===== src/rtl/load_store_unit.sv =====
// Load/store unit: turns CPU byte/half/word requests into word-wide memory strobes.
// Sub-word stores use read-modify-write. Define LSU_ALIGN_CHECK_EN to reject misaligned or reserved-size requests.
module load_store_unit #(
    parameter int RD_LATENCY = 1
) (
    input  logic        clk,
    input  logic        rst,
    input  logic        req_valid,
    output logic        req_ready,
    input  logic        req_write,
    input  logic [1:0]  req_size,
    input  logic        req_signed,
    input  logic [31:0] req_addr,
    input  logic [31:0] req_wdata,
    output logic        resp_valid,
    output logic [31:0] resp_rdata,
    output logic        resp_err,
    output logic [31:0] addr,
    output logic        MemRead,
    output logic        MemWrite,
    output logic [31:0] WrData,
    input  logic [31:0] data
);

    typedef enum logic [2:0] {S_IDLE, S_RD, S_WAIT, S_WR, S_RESP} state_t;

    state_t      r_state;
    state_t      w_state_next;

    logic        r_write;
    logic        r_signed;
    logic [1:0]  r_size;
    logic [1:0]  r_off;
    logic [15:0] r_wdata_lo;
    logic [1:0]  r_wait_cnt;
    logic [31:0] r_addr;
    logic [31:0] r_wrdata;
    logic [31:0] r_rdata;
    logic        r_err;

    logic        w_accept;
    logic        w_misalign;
    logic        w_wait_done;
    logic [3:0]  w_lane_en;
    logic [31:0] w_store_rep;
    logic [31:0] w_merged;
    logic [31:0] w_load_val;
    logic [7:0]  w_byte;
    logic [15:0] w_half;

    assign w_accept    = req_valid & req_ready;
    assign w_wait_done = (r_wait_cnt == 2'd0);

`ifdef LSU_ALIGN_CHECK_EN
    assign w_misalign = (req_size == 2'b11) ||
                        (req_size == 2'b01 && req_addr[0]) ||
                        (req_size == 2'b10 && req_addr[1:0] != 2'b00);
`else
    assign w_misalign = 1'b0;
`endif

    always_ff @(posedge clk or negedge rst) begin
        if (!rst) begin
            r_state <= S_IDLE;
        end else begin
            r_state <= w_state_next;
        end
    end

    always_comb begin
        w_state_next = r_state;
        req_ready    = 1'b0;
        MemRead      = 1'b0;
        MemWrite     = 1'b0;
        resp_valid   = 1'b0;
        case (r_state)
            S_IDLE: begin
                // Gated by rst so the unit never advertises readiness while held in reset.
                req_ready = rst;
                if (w_accept) begin
                    if (w_misalign)
                        w_state_next = S_RESP;
                    else if (req_write && req_size[1])
                        w_state_next = S_WR;
                    else
                        w_state_next = S_RD;
                end
            end
            S_RD: begin
                MemRead      = 1'b1;
                w_state_next = S_WAIT;
            end
            S_WAIT: begin
                if (w_wait_done)
                    w_state_next = r_write ? S_WR : S_RESP;
            end
            S_WR: begin
                MemWrite     = 1'b1;
                w_state_next = S_RESP;
            end
            S_RESP: begin
                resp_valid   = 1'b1;
                w_state_next = S_IDLE;
            end
            default: w_state_next = S_IDLE;
        endcase
    end

    // Lanes replaced by a sub-word store; size[1] (word) never reaches the merge path.
    always_comb begin
        if (r_size[0])
            w_lane_en = r_off[1] ? 4'b1100 : 4'b0011;
        else
            w_lane_en = 4'b0001 << r_off;
        w_store_rep = r_size[0] ? {2{r_wdata_lo}} : {4{r_wdata_lo[7:0]}};
    end

    for (genvar gi = 0; gi < 4; gi++) begin : g_lane
        assign w_merged[8*gi +: 8] = w_lane_en[gi] ? w_store_rep[8*gi +: 8] : data[8*gi +: 8];
    end

    assign w_byte = data[{r_off, 3'b000} +: 8];
    assign w_half = data[{r_off[1], 4'b0000} +: 16];

    always_comb begin
        w_load_val = data;
        if (!r_size[1]) begin
            if (r_size[0])
                w_load_val = {{16{r_signed & w_half[15]}}, w_half};
            else
                w_load_val = {{24{r_signed & w_byte[7]}}, w_byte};
        end
    end

    always_ff @(posedge clk or negedge rst) begin
        if (!rst) begin
            r_write    <= 1'b0;
            r_signed   <= 1'b0;
            r_size     <= 2'b00;
            r_off      <= 2'b00;
            r_wdata_lo <= 16'h0;
            r_wait_cnt <= 2'd0;
            r_addr     <= 32'h0;
            r_wrdata   <= 32'h0;
            r_rdata    <= 32'h0;
            r_err      <= 1'b0;
        end else begin
            if (w_accept) begin
                r_write    <= req_write;
                r_signed   <= req_signed;
                r_size     <= req_size;
                r_off      <= req_addr[1:0];
                r_wdata_lo <= req_wdata[15:0];
                r_addr     <= {req_addr[31:2], 2'b00};
                r_err      <= w_misalign;
            end

            if (r_state == S_RD)
                r_wait_cnt <= 2'(RD_LATENCY - 1);
            else if (r_state == S_WAIT && !w_wait_done)
                r_wait_cnt <= r_wait_cnt - 2'd1;

            if (w_accept && !w_misalign && req_write && req_size[1])
                r_wrdata <= req_wdata;
            else if (r_state == S_WAIT && w_wait_done && r_write)
                r_wrdata <= w_merged;

            // Only a load enters RESP from WAIT; every other path reports zero data.
            if (w_state_next == S_RESP && r_state != S_RESP)
                r_rdata <= (r_state == S_WAIT) ? w_load_val : 32'h0;
        end
    end

    assign addr       = r_addr;
    assign WrData     = r_wrdata;
    assign resp_rdata = r_rdata;
    assign resp_err   = r_err;

endmodule


===== config.mk =====
export PLATFORM = sky130hd
export DESIGN_NAME = load_store_unit
export DESIGN_NICKNAME = d
export VERILOG_FILES = /design/src/rtl/load_store_unit.sv
export SDC_FILE = /design/constraint.sdc
export NUM_CORES = 1
export LEC_CHECK = 0
export BUFFER_PORTS_ARGS = -buffer_cell sky130_fd_sc_hd__clkbuf_2
export CAP_MARGIN = 20
export CORE_ASPECT_RATIO = 1.75
export CORE_MARGIN = 8
export CORE_UTILIZATION = 52
export CTS_BUF_LIST = sky130_fd_sc_hd__clkbuf_2 sky130_fd_sc_hd__clkbuf_4 sky130_fd_sc_hd__clkbuf_8
export CTS_CLUSTER_DIAMETER = 60
export CTS_CLUSTER_SIZE = 30
export DETAILED_ROUTE_END_ITERATION = 10
export MAX_ROUTING_LAYER = met4
export PLACE_DENSITY = 0.83
export SLEW_MARGIN = 10
export SYNTH_ARGS = -nofsm -noshare
export SYNTH_HDL_FRONTEND = slang
export SYNTH_SLANG_ARGS = --single-unit

===== constraint.sdc =====
create_clock -name clk -period 2.55 [get_ports clk]
set_input_delay 0.6375 -clock clk [delete_from_list [all_inputs] [get_ports clk]]
set_output_delay 0.6375 -clock clk [all_outputs]
set_load 0.05 [all_outputs]

# [Yosys cells after proc, flatten, opt, wreduce, memory -nomap -nowiden]
# Index checks and enable logic that the tools add are counted.
[op_classes] addsub=1 n_eq_ne=6 shift=3 muxes=23 bitwise_logic=3 n_reduce_logical=12
[op_table] cell="$mux W32" count=6
[op_table] cell="$mux W8" count=4
[op_table] cell="$shiftx A32 B6 Y16" count=1
[op_table] cell="$shiftx A32 B6 Y8" count=1
[op_table] cell="$pmux W3 S4" count=1
[op_table] cell="$mux W3" count=3
[op_table] cell="$mux W4" count=2
[op_table] cell="$logic_and A1 B1 Y1" count=7
[op_table] cell="$eq A3 B2 Y1 const B" count=2
[op_table] cell="$eq A3 B3 Y1 const B" count=2
[op_table] cell="$mux W2" count=3
[op_table] cell="$mux W1" count=4
[op_table] cell="$reduce_bool A2 Y1" count=2
[op_table] cell="$shl A1 B2 Y4 const A" count=1
[op_table] cell="$and A1 B1 Y1" count=3
[op_table] cell="$eq A3 B1 Y1 const B" count=1
[op_table] cell="$logic_not A3 Y1" count=1
[op_table] cell="$ne A3 B3 Y1 const B" count=1
[op_table] cell="$logic_not A2 Y1" count=1
[op_table] cell="$sub A2 B1 Y2 const B" count=1
[op_table] cell="$logic_not A1 Y1" count=1
[totals] regBits=121 input_bits=103 output_inout_bits=101 word_cells=58

# [Logic depth before layout (Yosys ltp)]
[logic_depth] depth_word=7 depth_mapped=9 depth_no_buf=6

# [Least setup slack after synthesis]
# OpenSTA, ideal clock, no wires.
[synth_timing] path_type="input to register" from="in rst" to="reg r_addr[10], in the netlist addr[10]" setup_ps=128 t_arrival_ps=2609 required_time_ps=2422 slack_ps=-187 stages=4 path_buffers=1 cell_sequence="nor4b_2 nand2_1 buf_2 mux2_1"
[synth_between] elab_chain_len=2
[synth_lines] item="from (decl)" line="7" source="input logic rst,"
[synth_lines] item="$mux W1" line="76" source="case (r_state)"
[synth_lines] item="$and A1 B1 Y1" line="51" source="assign w_accept = req_valid & req_ready;"
[synth_lines] item="to (signal assigned)" line="154" source="r_addr <= {req_addr[31:2], 2'b00};"
[synth_lines] item="to (decl)" line="36" source="logic [31:0] r_addr;"
# Every way passes these cells.
# A chain may end at the register's enable or synchronous reset.

# [Worst setup path after layout]
[layout_timing] from="reg r_state[0]" to="out MemRead"
[layout_between] elab_chain_len=2
[layout_lines] item="from (decl)" line="27" source="state_t r_state;"
[layout_lines] item="from (signal assigned)" line="66" source="r_state <= w_state_next;"
[layout_lines] item="$eq A3 B1 Y1" line="76"
[layout_lines] item="$mux W1" line="76"
[layout_lines] item="to (decl)" line="19" source="output logic MemRead,"
# Every way passes these cells.

==> summary.txt <==
Status
  • Status: complete, no violations

Worst hold path
  • Worst min-delay path category: in2async

Power and ir drop
  • P_sw: 5.83 mW
  • Pleak: 3.52 nW
  • Clk pwr share: 0.149
  • P per Cell Area: 1550 nW/um^2
  • Sequential power share: 0.308
  • Sw Share: 0.515
  • Worst vdd ir: 0.962 mV
  • Cell Int Power: 5.49 mW
  • Combinational share of power: 0.543

GRT
  • Vias in the first global route: 5511
  • Grt ovf: 0
  • Initial antenna violation count: 0
  • Largest net degree at the start of global routing: 65
  • First-pass GRT wire length: 28.3 mm
  • Gr usage total: 0.256

Die
  • Initial Utilization: 0.528
  • Die width: 95.8 um
  • Rows: 51
  • Die area: 14900 um^2
  • Ports: 204
  • Die Y-Extent: 156 um
  • Core Box Area: 11000 um^2

Final layout
  • Final #Nets: 825
  • Footprint of the multi-input gates: 2530 um^2
  • Post-route insts no fill: 864
  • Commonest non-fill, non-tap cell in the layout: clkbuf_2
  • # fillers: 906
  • N_diodes: 0
  • FF+latch area: 3030 um^2
  • Area growth syn-to-layout: 26.0%
  • Most frequent cells in the layout: clkbuf_2, dfrtp_1, mux2_1
  • Layout cell share with drive strength beyond 1: 0.348

Run
  • Number of max-cap violations: 0

Clock tree
  • CTS Sinks: 121
  • CTS H-Tree Depth: 4
  • CTS tree: built
  • Clock latency on the worst-skew pair: 0.44 ns
  • Bufs on Longest Clock Path: 2
  • Reg clk slew, reported paths: 0.07 ns
  • Resized Gates After CTS: 0
  • Hold_buf cts: 0
  • Setup bufs post-CTS: 0
  • CTS Buf Count: 17
  • Root Buffer: clkbuf_8

Critical path
  • Crit-path cells: inv_1 > nor3_1 > clkbuf_2
  • Kind of critical path: reg2out
  • Crit-path max cell delay: 0.53 ns
  • Critical path arrival: 1.62 ns
  • Worst path slowest cell: dfrtp_1
  • Worst Path Required: 1.91 ns
  • Worst-path maximum fanout: 8
  • CP startpoint kind: flip-flop
  • R2r setup slk: 0.36 ns
  • Crit end category: output pin

Timing
  • Fmax: 0.443 GHz
  • Fin. Hold Viols: 0
  • Max-slew violation count: 0
  • Clock Skews: 0.0138 ns
  • Number of setup violations in the final report: 0
  • Total negative slack: 0 ns
  • Slew HR: 0.446
  • RSZ-0062 raised after global routing: false
  • Final critical-path share of the clock period: 0.885
  • Worst slew pin tran: 0.831 ns
  • Final Critical Period: 2.26 ns

Yosys
  • Synth area leaders: dfrtp_1, mux2_1, nand2_1
  • Cells after Synth: 530
  • Netlist cell types: 47
  • Most used DFF post-synth: dfrtp_1
  • Async set-reset flop share out of synthesis: 1.00
  • Post-synth EDFFs: 0
  • Seq cells post-synth: 121
  • Avg Cell Area, Syn: 10.9 um^2
  • Leading area contributor after synthesis: dfrtp_1
  • Post-synth top area share: 0.522
  • Yosys warning count: 0
  • Post-Syn Area: 5800 um^2
  • Post-synthesis sequential area ratio: 0.522

Route
  • Total wire length: 18.2 mm
  • Routed WL per cell: 21.0 um
  • Antenna-violating nets left: 0
  • Initial DRC count: 302
  • Total number of vias: 5158
  • DRC: 0
  • Detailed-route vias per instance: 5.97
  • DR pass1 iterations: 7

Placement
  • IO Port Bufs: 200
  • Gpl congestion: 0.897
  • Dpl cells: 834
  • DPL Wire Length: 14.2 mm
## kinds of logic (layout without fill, tap and decap cells)
group | count (synthesis) | count (layout) | share of synthesized area
other cells | 1 | 3 | 0.000647
buf+inv | 56 | 256 | 0.0447
mux | 55 | 55 | 0.111
simple gates | 109 | 109 | 0.0883
fa+ha+maj | 1 | 1 | 0.00216
flops | 121 | 121 | 0.522
compound gates | 187 | 187 | 0.231
## final timing paths
path,start,endpoint,cells past startpoint
min reg2reg,addr[17],addr[17],1
min in group clk,req_signed,r_signed,2
max in group asynchronous,rst,WrData[6],3
max reg2reg,r_size[0],WrData[22],4
min,rst,r_wait_cnt[1],2
max,r_state[0],MemRead,3
## synth_stat cells, types with 12 or more instances
cell type	instances
dfrtp_1	121
mux2_1	52
nand2_1	44
nor2_1	28
clkbuf_1	27
o21ai_0	25
o21ai_1	24
a31oi_1	17
a211oi_1	16
a221o_1	16
o221ai_1	16
o2bb2ai_1	16
a22oi_1	14
a21oi_1	13
and3_1	12
buf_2	12
## through the flow
stage / hold slack (ns) / power [mW] / area (um^2) / utilization / setup slack, ns
6_report: 0.372 / 11.3 / 7300 / 0.665 / 0.294
5_1_grt: 0.396 / 11.9 / 7300 / 0.665 / 0.203
4_1_cts: 0.389 / 11.4 / 7300 / 0.665 / 0.265
3_5_place_dp: 0.481 / 9.65 / 6920 / 0.630 / 0.263
3_3_place_gp: 0.468 / 9.48 / 6920 / 0.630 / 0.338
2_1_floorplan: 0.342 / 8.00 / 5810 / - / 0.259
## flip-flops by register name, indices dropped and copies added (netlist names)
signal	cells
resp_rdata	32
r_write	1
r_wait_cnt	2
r_off	2
WrData	32
r_signed	1
r_size	2
addr	30
r_wdata_lo	16
r_state	3
## per-layer routing
metal / part of all wire / global-route usage / up-vias
met2: 0.53 / 0.430 / 220
met1: 0.37 / 0.272 / 2515
met5: 0 / - / -
met3: 0.064 / 0.0549 / 49
li1: - / - / 2374
met4: 0.038 / 0.133 / 0
## worst max-delay path, delay by kind of cell (launching register included)
| family | cells | cell delay (ns) |
|---|---|---|
| buf+inv | 2 | 0.45 |
| flops | 1 | 0.53 |
| simple gates | 1 | 0.20 |
## power groups by stage
stage / clock network (mW) / logic [mW] / registers [mW]
final: 1.69 / 6.15 / 3.49
after detailed placement: 0 / 6.16 / 3.50
after global placement: 0 / 6.03 / 3.45
after global routing: 1.81 / 6.54 / 3.58
after floorplan: 0 / 2.29 / 5.71
after CTS: 1.72 / 6.18 / 3.47
## layout make-up
cell class,instances,share of cell area
Sequential cell,121,0.415
Clock buffer,22,0.0397
Tap cell,132,0.0226
Clock inverter,8,0.0132
Inverter,9,0.00463
Timing Repair Buffer,217,0.159
Multi-Input combinational cell,355,0.347
No activity file was read; power rests on OpenSTA's default activity.
